**config.mk**
```make
export PLATFORM = sky130hd
export DESIGN_NAME = dmem_responder_flat
export DESIGN_NICKNAME = d
export VERILOG_FILES = /design/src/rtl/dmem_responder_if.sv /design/src/rtl/dmem_responder.sv /design/src/flat_wrapper.sv
export SDC_FILE = /design/constraint.sdc
export NUM_CORES = 1
export LEC_CHECK = 0
export CORE_MARGIN = 4
export CORE_UTILIZATION = 55
export CTS_CLUSTER_DIAMETER = 40
export DETAILED_ROUTE_END_ITERATION = 6
export PLACE_DENSITY_LB_ADDON = 0.3
export REMOVE_ABC_BUFFERS = 1
export SYNTH_ARGS = -nofsm -noshare
export SYNTH_HDL_FRONTEND = slang
export SYNTH_SLANG_ARGS = --single-unit
```
**constraint.sdc**
```tcl
create_clock -name clk -period 3.3 [get_ports clk]
set_clock_uncertainty 0.1 [all_clocks]
set_input_delay 0.66 -clock clk [delete_from_list [all_inputs] [get_ports clk]]
set_output_delay 0.66 -clock clk [all_outputs]
set_load 0.01 [all_outputs]
```
**src/rtl/dmem_responder_if.sv**
```systemverilog
// Request/response channel between the MEM-stage requester and the
// multi-cycle data-memory responder.
interface dmem_responder_if;
   logic        req_valid;
   logic        req_write;
   logic [31:0] req_addr;
   logic [31:0] req_wdata;
   logic        req_ready;
   logic        resp_valid;
   logic [31:0] resp_rdata;
   logic        resp_err;

   modport master (
      output req_valid, req_write, req_addr, req_wdata,
      input  req_ready, resp_valid, resp_rdata, resp_err
   );

   modport slave (
      input  req_valid, req_write, req_addr, req_wdata,
      output req_ready, resp_valid, resp_rdata, resp_err
   );
endinterface

```
**src/rtl/dmem_responder.sv**
```systemverilog
// Multi-cycle data memory: accepts one load/store at a time, waits WAIT
// cycles, performs the access and answers with a one-cycle response pulse.
// Misaligned or out-of-range word addresses are reported instead of accessed.
module dmem_responder #(
   parameter int NMEM = 20,
   parameter int WAIT = 2
) (
   input logic             clk,
   input logic             reset,
   dmem_responder_if.slave bus
);

   localparam int          IW     = (NMEM > 1) ? $clog2(NMEM) : 1;
   localparam logic [29:0] NMEM_W = 30'(NMEM);

   typedef enum logic [1:0] {IDLE, BUSY, RESP} state_t;

   state_t      state_q;
   logic [3:0]  cnt_q;
   logic        write_q;
   logic [31:0] addr_q;
   logic [31:0] wdata_q;
   logic        req_ready_q;
   logic        resp_valid_q;
   logic [31:0] resp_rdata_q;
   logic        resp_err_q;
   logic [31:0] mem_q [NMEM];

   logic        accWrite_d;
   logic [31:0] accAddr_d;
   logic [31:0] accWdata_d;
   logic [29:0] accIdx_d;
   logic        accErr_d;
   logic [31:0] accRdata_d;
   logic        doAccess_d;

   // With no wait states the access happens on the accepting edge, so it
   // must use the live request; otherwise it uses the latched copy.
   always_comb begin
      accWrite_d = write_q;
      accAddr_d  = addr_q;
      accWdata_d = wdata_q;
      if (WAIT == 0) begin
         accWrite_d = bus.req_write;
         accAddr_d  = bus.req_addr;
         accWdata_d = bus.req_wdata;
      end
      accIdx_d   = accAddr_d[31:2];
      accErr_d   = (accAddr_d[1:0] != 2'b00) || (accIdx_d >= NMEM_W);
      accRdata_d = '0;
      if (!accErr_d) begin
         accRdata_d = accWrite_d ? accWdata_d : mem_q[accIdx_d[IW-1:0]];
      end
      doAccess_d = ((state_q == IDLE) && bus.req_valid && (WAIT == 0)) ||
                   ((state_q == BUSY) && (cnt_q == 4'd0));
   end

   // Handshake FSM, wait counter, registered response and the storage array.
   always_ff @(posedge clk) begin
      if (reset) begin
         state_q      <= IDLE;
         cnt_q        <= 4'd0;
         write_q      <= 1'b0;
         addr_q       <= '0;
         wdata_q      <= '0;
         req_ready_q  <= 1'b1;
         resp_valid_q <= 1'b0;
         resp_rdata_q <= '0;
         resp_err_q   <= 1'b0;
         for (int i = 0; i < NMEM; i++) begin
            mem_q[i] <= '0;
         end
      end else begin
         resp_valid_q <= 1'b0;
         case (state_q)
            IDLE: begin
               if (bus.req_valid) begin
                  write_q     <= bus.req_write;
                  addr_q      <= bus.req_addr;
                  wdata_q     <= bus.req_wdata;
                  req_ready_q <= 1'b0;
                  if (WAIT == 0) begin
                     state_q      <= RESP;
                     resp_valid_q <= 1'b1;
                  end else begin
                     state_q <= BUSY;
                     cnt_q   <= 4'(WAIT - 1);
                  end
               end
            end
            BUSY: begin
               if (cnt_q != 4'd0) begin
                  cnt_q <= cnt_q - 4'd1;
               end else begin
                  state_q      <= RESP;
                  resp_valid_q <= 1'b1;
               end
            end
            RESP: begin
               state_q     <= IDLE;
               req_ready_q <= 1'b1;
            end
            default: begin
               state_q     <= IDLE;
               req_ready_q <= 1'b1;
            end
         endcase

         if (doAccess_d) begin
            resp_rdata_q <= accRdata_d;
            resp_err_q   <= accErr_d;
            if (accWrite_d && !accErr_d) begin
               mem_q[accIdx_d[IW-1:0]] <= accWdata_d;
            end
         end
      end
   end

   assign bus.req_ready  = req_ready_q;
   assign bus.resp_valid = resp_valid_q;
   assign bus.resp_rdata = resp_rdata_q;
   assign bus.resp_err   = resp_err_q;

endmodule

```
**src/flat_wrapper.sv**
```systemverilog
// flat-port wrapper written by rule: the top's interface ports become plain ports
module dmem_responder_flat 
#(
   parameter int NMEM = 20,
   parameter int WAIT = 2
)
  (clk, reset, bus_req_valid, bus_req_write, bus_req_addr, bus_req_wdata, bus_req_ready, bus_resp_valid, bus_resp_rdata, bus_resp_err);
  dmem_responder_if bus_i ();
  input logic clk;
  input logic reset;
  input wire logic [$bits(bus_i.req_valid)-1:0] bus_req_valid;
  input wire logic [$bits(bus_i.req_write)-1:0] bus_req_write;
  input wire logic [$bits(bus_i.req_addr)-1:0] bus_req_addr;
  input wire logic [$bits(bus_i.req_wdata)-1:0] bus_req_wdata;
  output wire logic [$bits(bus_i.req_ready)-1:0] bus_req_ready;
  output wire logic [$bits(bus_i.resp_valid)-1:0] bus_resp_valid;
  output wire logic [$bits(bus_i.resp_rdata)-1:0] bus_resp_rdata;
  output wire logic [$bits(bus_i.resp_err)-1:0] bus_resp_err;
  assign bus_i.req_valid = bus_req_valid;
  assign bus_i.req_write = bus_req_write;
  assign bus_i.req_addr = bus_req_addr;
  assign bus_i.req_wdata = bus_req_wdata;
  assign bus_req_ready = bus_i.req_ready;
  assign bus_resp_valid = bus_i.resp_valid;
  assign bus_resp_rdata = bus_i.resp_rdata;
  assign bus_resp_err = bus_i.resp_err;
  dmem_responder #(.NMEM(NMEM), .WAIT(WAIT)) u_core (.clk(clk), .reset(reset), .bus(bus_i));
endmodule
```
# After elaboration in Yosys (flattened, before gate mapping)
# Memories as Yosys holds them, arrays and structs flattened. A register that Yosys moved wholly into a read port is not among the register bits.
# Index checks and enable logic that the tools add are counted.
# W data, S select, Z words.
# op_classes
bitwise,1
eq_ne,4
n_addsub,1
order_cmp,1
muxes,22
n_reduce_logical,15
# op_table
op,count
$mux W32,3
$reduce_or A32 Y1,1
$ge A30 B5 Y1 const B,1
$mux W5,3
$mux W1,9
$mux W4,2
$pmux W4 S2,1
$ne A2 B2 Y1 const B,3
$reduce_and A2 Y1,3
$logic_not A4 Y1,1
$mux W2,2
$pmux W2 S2,1
$reduce_bool A2 Y1,2
$reduce_bool A4 Y1,1
$sub A4 B1 Y4 const B,1
$reduce_and A3 Y1,1
$eq A2 B1 Y1 const B,1
$logic_and A1 B1 Y1,2
$logic_not A2 Y1,1
$pmux W1 S2,1
$reduce_or A2 Y1,1
$logic_not A1 Y1,1
$logic_or A1 B1 Y1,1
$not A1 Y1,1
# word_totals
mem_bits_rw,640
n_memories,1
reg_bits,106
inputBits,68
# memory_table
name,words,word_bits,rd,rd_ports_with_merged_regs,wr,line,text
u_core.mem_q,20,32,1,1,20,dmem_responder.sv:27,logic [31:0] mem_q [NMEM];

# Longest topological paths before layout
# logic_depth
depth_word,10
mapped_depth,9
mapped_depth_nobuf,7

# Least setup slack after synthesis
# No wires, ideal clock.
# synth_path
kind,input to register
start,input port reset
end,memory u_core.mem_q[0][0] (enable)
path_buffers,2
arrival_ns,2.495
path_stages,7
slack_ns,0.330
cell_sequence,clkbuf_1 inv_1 nand3_1 or4_4 buf_6 nor4_4 or2_2
# synth_rtl
element,line,text
"start, declared",flat_wrapper.sv:10,input logic reset;
"end, declared",dmem_responder.sv:27,

==> metrics.cfg <==
[outcome]
status = finished, final reports clean

[sta]
slew_headroom_pct = 22.9
rsz0062_at_grt = yes
setup_tns_ns = 0
hold_viol = 0
finalSetupViolations = 0
final-max-slew-violation-count = 0
whs_ns = 0.135
period_share_pct = 94.8
finalCriticalPeriod_ns = 3.13
fin_ws_ns = 0.172
fmax_mhz = 320
tightest_slew_ns = 1.15

[placed_design]
dpl_cell_area_um2 = 52800
dp_hpwl_mm = 66.3
io_buffers = 102
placed_cells = 4948
place.gp.congestion = 0.794
dp_slack_ns = 0.225

[detailed_routing]
wl_met1_mm = 47.2
wl_met2_mm = 57.0
antenna_left = 0
top_layer = met5
post_drt_via_cell_ratio = 5.62
wirelength_mm = 115
drt_iter0_markers = 2471
drc = 0
routedWlPerCell_um = 22.1
met3_length_mm = 8.15
drtPass1Iterations = 5
vias = 29343

[floorplan]
fp-row-count = 108
fp.dieH_um = 305
fp.dieW_um = 305
initial_core_util_pct = 55.7
die_area_um2 = 93300
core_um2 = 87300
ios = 103

[cells_and_area]
postLayoutCellArea_um2 = 57800
final_cell_mix = edfxtp_1, and2_1, mux2i_1
postLayoutCoreUtil_pct = 66.2
fillers = 6174
instances_no_fill = 5219
drive_gt1_share_pct = 10.9
syn_to_final_growth_pct = 18.8
layout_commonest_cell = edfxtp_1
nets = 4009

[worst_setup_path]
arrival_ns = 3.61
crit_type = flop to flop
rrSetupSlack_ns = 0.17
endpoint = u_core.mem_q[16][26]
critPathLaunch = u_core.cnt_q[0]
cp_max_fo = 34
rr_worst_depth = 8
r2r-end = u_core.mem_q[16][26]
critPathLaunchType = flop
r2r-start = u_core.cnt_q[0]
cp_data_required_time_ns = 3.78
cp-end-kind = flop

[cts]
cts_hold_buf = 0
clockBufferDepth = 3
clkSinkCount = 1135
cts.reportedPaths.clkPinSlew_ns = 0.05
postCtsSetupRepairBufs = 0
clk-insertion-delay-late_ns = 0.72
cts_tree = built
cts_buffers = 144
cts_resized = 0
cts.htree.levels = 4
root_buffer = clkbuf_16

[global_routing]
grt_max_degree = 85
track_usage_pct = 24.6
antenna_found_initial = 3
grt_pass1_wl_mm = 175
grt-ovfl-total = 0
grt_pass1_vias = 29941

[pwr]
p_per_area_nw_per_um2 = 610
vdd_drop_max_mv = 0.587
power_leakage_nw = 21.0
power_mw = 35.2

[job]
cap_viol_max_count = 0

[logic_synthesis]
synth_area_per_cell_um2 = 14.1
ys_warn_count = 0
synth_cell_types = 38
yosysSeqAreaShare_pct = 67.8
synth_cells = 3462
synth_area_um2 = 48600
ys_ff_latch = 1135

[hold_path]
hold_class = input pin to flop

registers in the layout, indices dropped and copies added (netlist names), named ones only:
register / flops
u_core.bus.req_ready: 1
u_core.bus.resp_err: 1
u_core.accWdata_d: 32
u_core.mem_q: 1024
u_core.bus.resp_valid: 1
u_core.accWrite_d: 1
u_core.state_q: 2
u_core.bus.resp_rdata: 32
u_core.cnt_q: 4
u_core.accAddr_d: 32
synthesized netlist by cell type:
| cell | n | area, µm² |
|---|---|---|
| or2_2 | 20 | 125 |
| and4_1 | 31 | 272 |
| or3_1 | 1 | 6.26 |
| a22oi_1 | 225 | 1690 |
| nor4_4 | 5 | 106 |
| clkbuf_2 | 54 | 270 |
| a22o_1 | 1 | 8.76 |
| edfxtp_1 | 1024 | 30700 |
| nor3_1 | 5 | 25.0 |
| nand3b_1 | 1 | 7.51 |
| a221oi_1 | 31 | 272 |
| nor3_4 | 15 | 244 |
| o211a_1 | 1 | 10.0 |
| nor2_1 | 9 | 33.8 |
| conb_1 | 1 | 3.75 |
| and2_1 | 643 | 4020 |
| or4_4 | 1 | 11.3 |
| nor3b_2 | 1 | 12.5 |
| nor2b_1 | 4 | 25.0 |
| inv_1 | 7 | 26.3 |
| ha_1 | 2 | 25.0 |
| mux2i_1 | 512 | 5120 |
| a21oi_1 | 132 | 661 |
| buf_2 | 52 | 260 |
| xnor2_1 | 2 | 17.5 |
| buf_6 | 2 | 22.5 |
| clkbuf_1 | 181 | 679 |
| nand3_1 | 129 | 646 |
| buf_1 | 11 | 41.3 |
| a31oi_1 | 1 | 6.26 |
| nand2b_1 | 5 | 31.3 |
| or3b_2 | 2 | 17.5 |
| nor4_1 | 7 | 43.8 |
| nand2_1 | 197 | 739 |
| nand4_1 | 2 | 12.5 |
| o21ai_0 | 33 | 165 |
| o21bai_1 | 1 | 7.51 |
| dfxtp_1 | 111 | 2220 |
per-layer routing:
layer	vias up	track usage (%)
met2	1020	41.4
li1	13408	-
met1	14687	32.5
met5	-	0
met3	226	4.77
met4	2	8.03
worst min path at each step:
stage | start | end | slack, ns | cells past startpoint
final | reset | u_core.bus.resp_rdata[25] | 0.14 | 3
after global routing | reset | u_core.bus.resp_rdata[25] | 0.12 | 3
after CTS | reset | u_core.bus.resp_rdata[25] | 0.09 | 3
after detailed placement | u_core.accAddr_d[28] | u_core.accAddr_d[28] | 0.35 | 2
after global placement | u_core.accAddr_d[28] | u_core.accAddr_d[28] | 0.34 | 2
after floorplan | u_core.accAddr_d[30] | u_core.accAddr_d[30] | 0.33 | 2
worst max-delay path: stages (launching register included):
cell and delay [ns]:
dfxtp_1 0.33, inv_1 0.09, ha_1 0.14, nor3b_2 0.26, nand3_1 0.19, or4_4 0.85
nor4_4 0.31, buf_4 0.45, and2_1 0.22
layout make-up:
cell class	count	area [µm²]	area share (%)
Inverter	7	26.3	0.0455
Multi-Input combinational cell	2403	15900	27.5
Sequential cell	1135	33000	57.1
Antenna cell	4	10.0	0.0173
Timing Repair Buffer	248	2490	4.32
Clock buffer	168	3810	6.59
Tap cell	1155	1450	2.50
Clock inverter	99	1150	1.99
cell families (layout without fill, tap and decap cells):
family / Yosys count / in the layout / share of synthesized area, %
mux: 512 / 512 / 10.5
compound gates: 425 / 425 / 5.80
xor+xnor: 2 / 2 / 0.0360
simple gates: 1078 / 1078 / 13.1
buf+inv: 307 / 522 / 2.67
fa+ha+maj: 2 / 2 / 0.0514
other cells: 1 / 388 / 0.00771
flops: 1135 / 1135 / 67.8
where the power goes:
part / total (mW) / leakage, nW / internal, mW / switching (mW)
clock: 16.0 / 2.42 / 9.82 / 6.15
combinational: 2.58 / 7.12 / 0.925 / 1.65
sequential: 16.7 / 11.5 / 16.4 / 0.298
(Power assumes the default switching activity.)
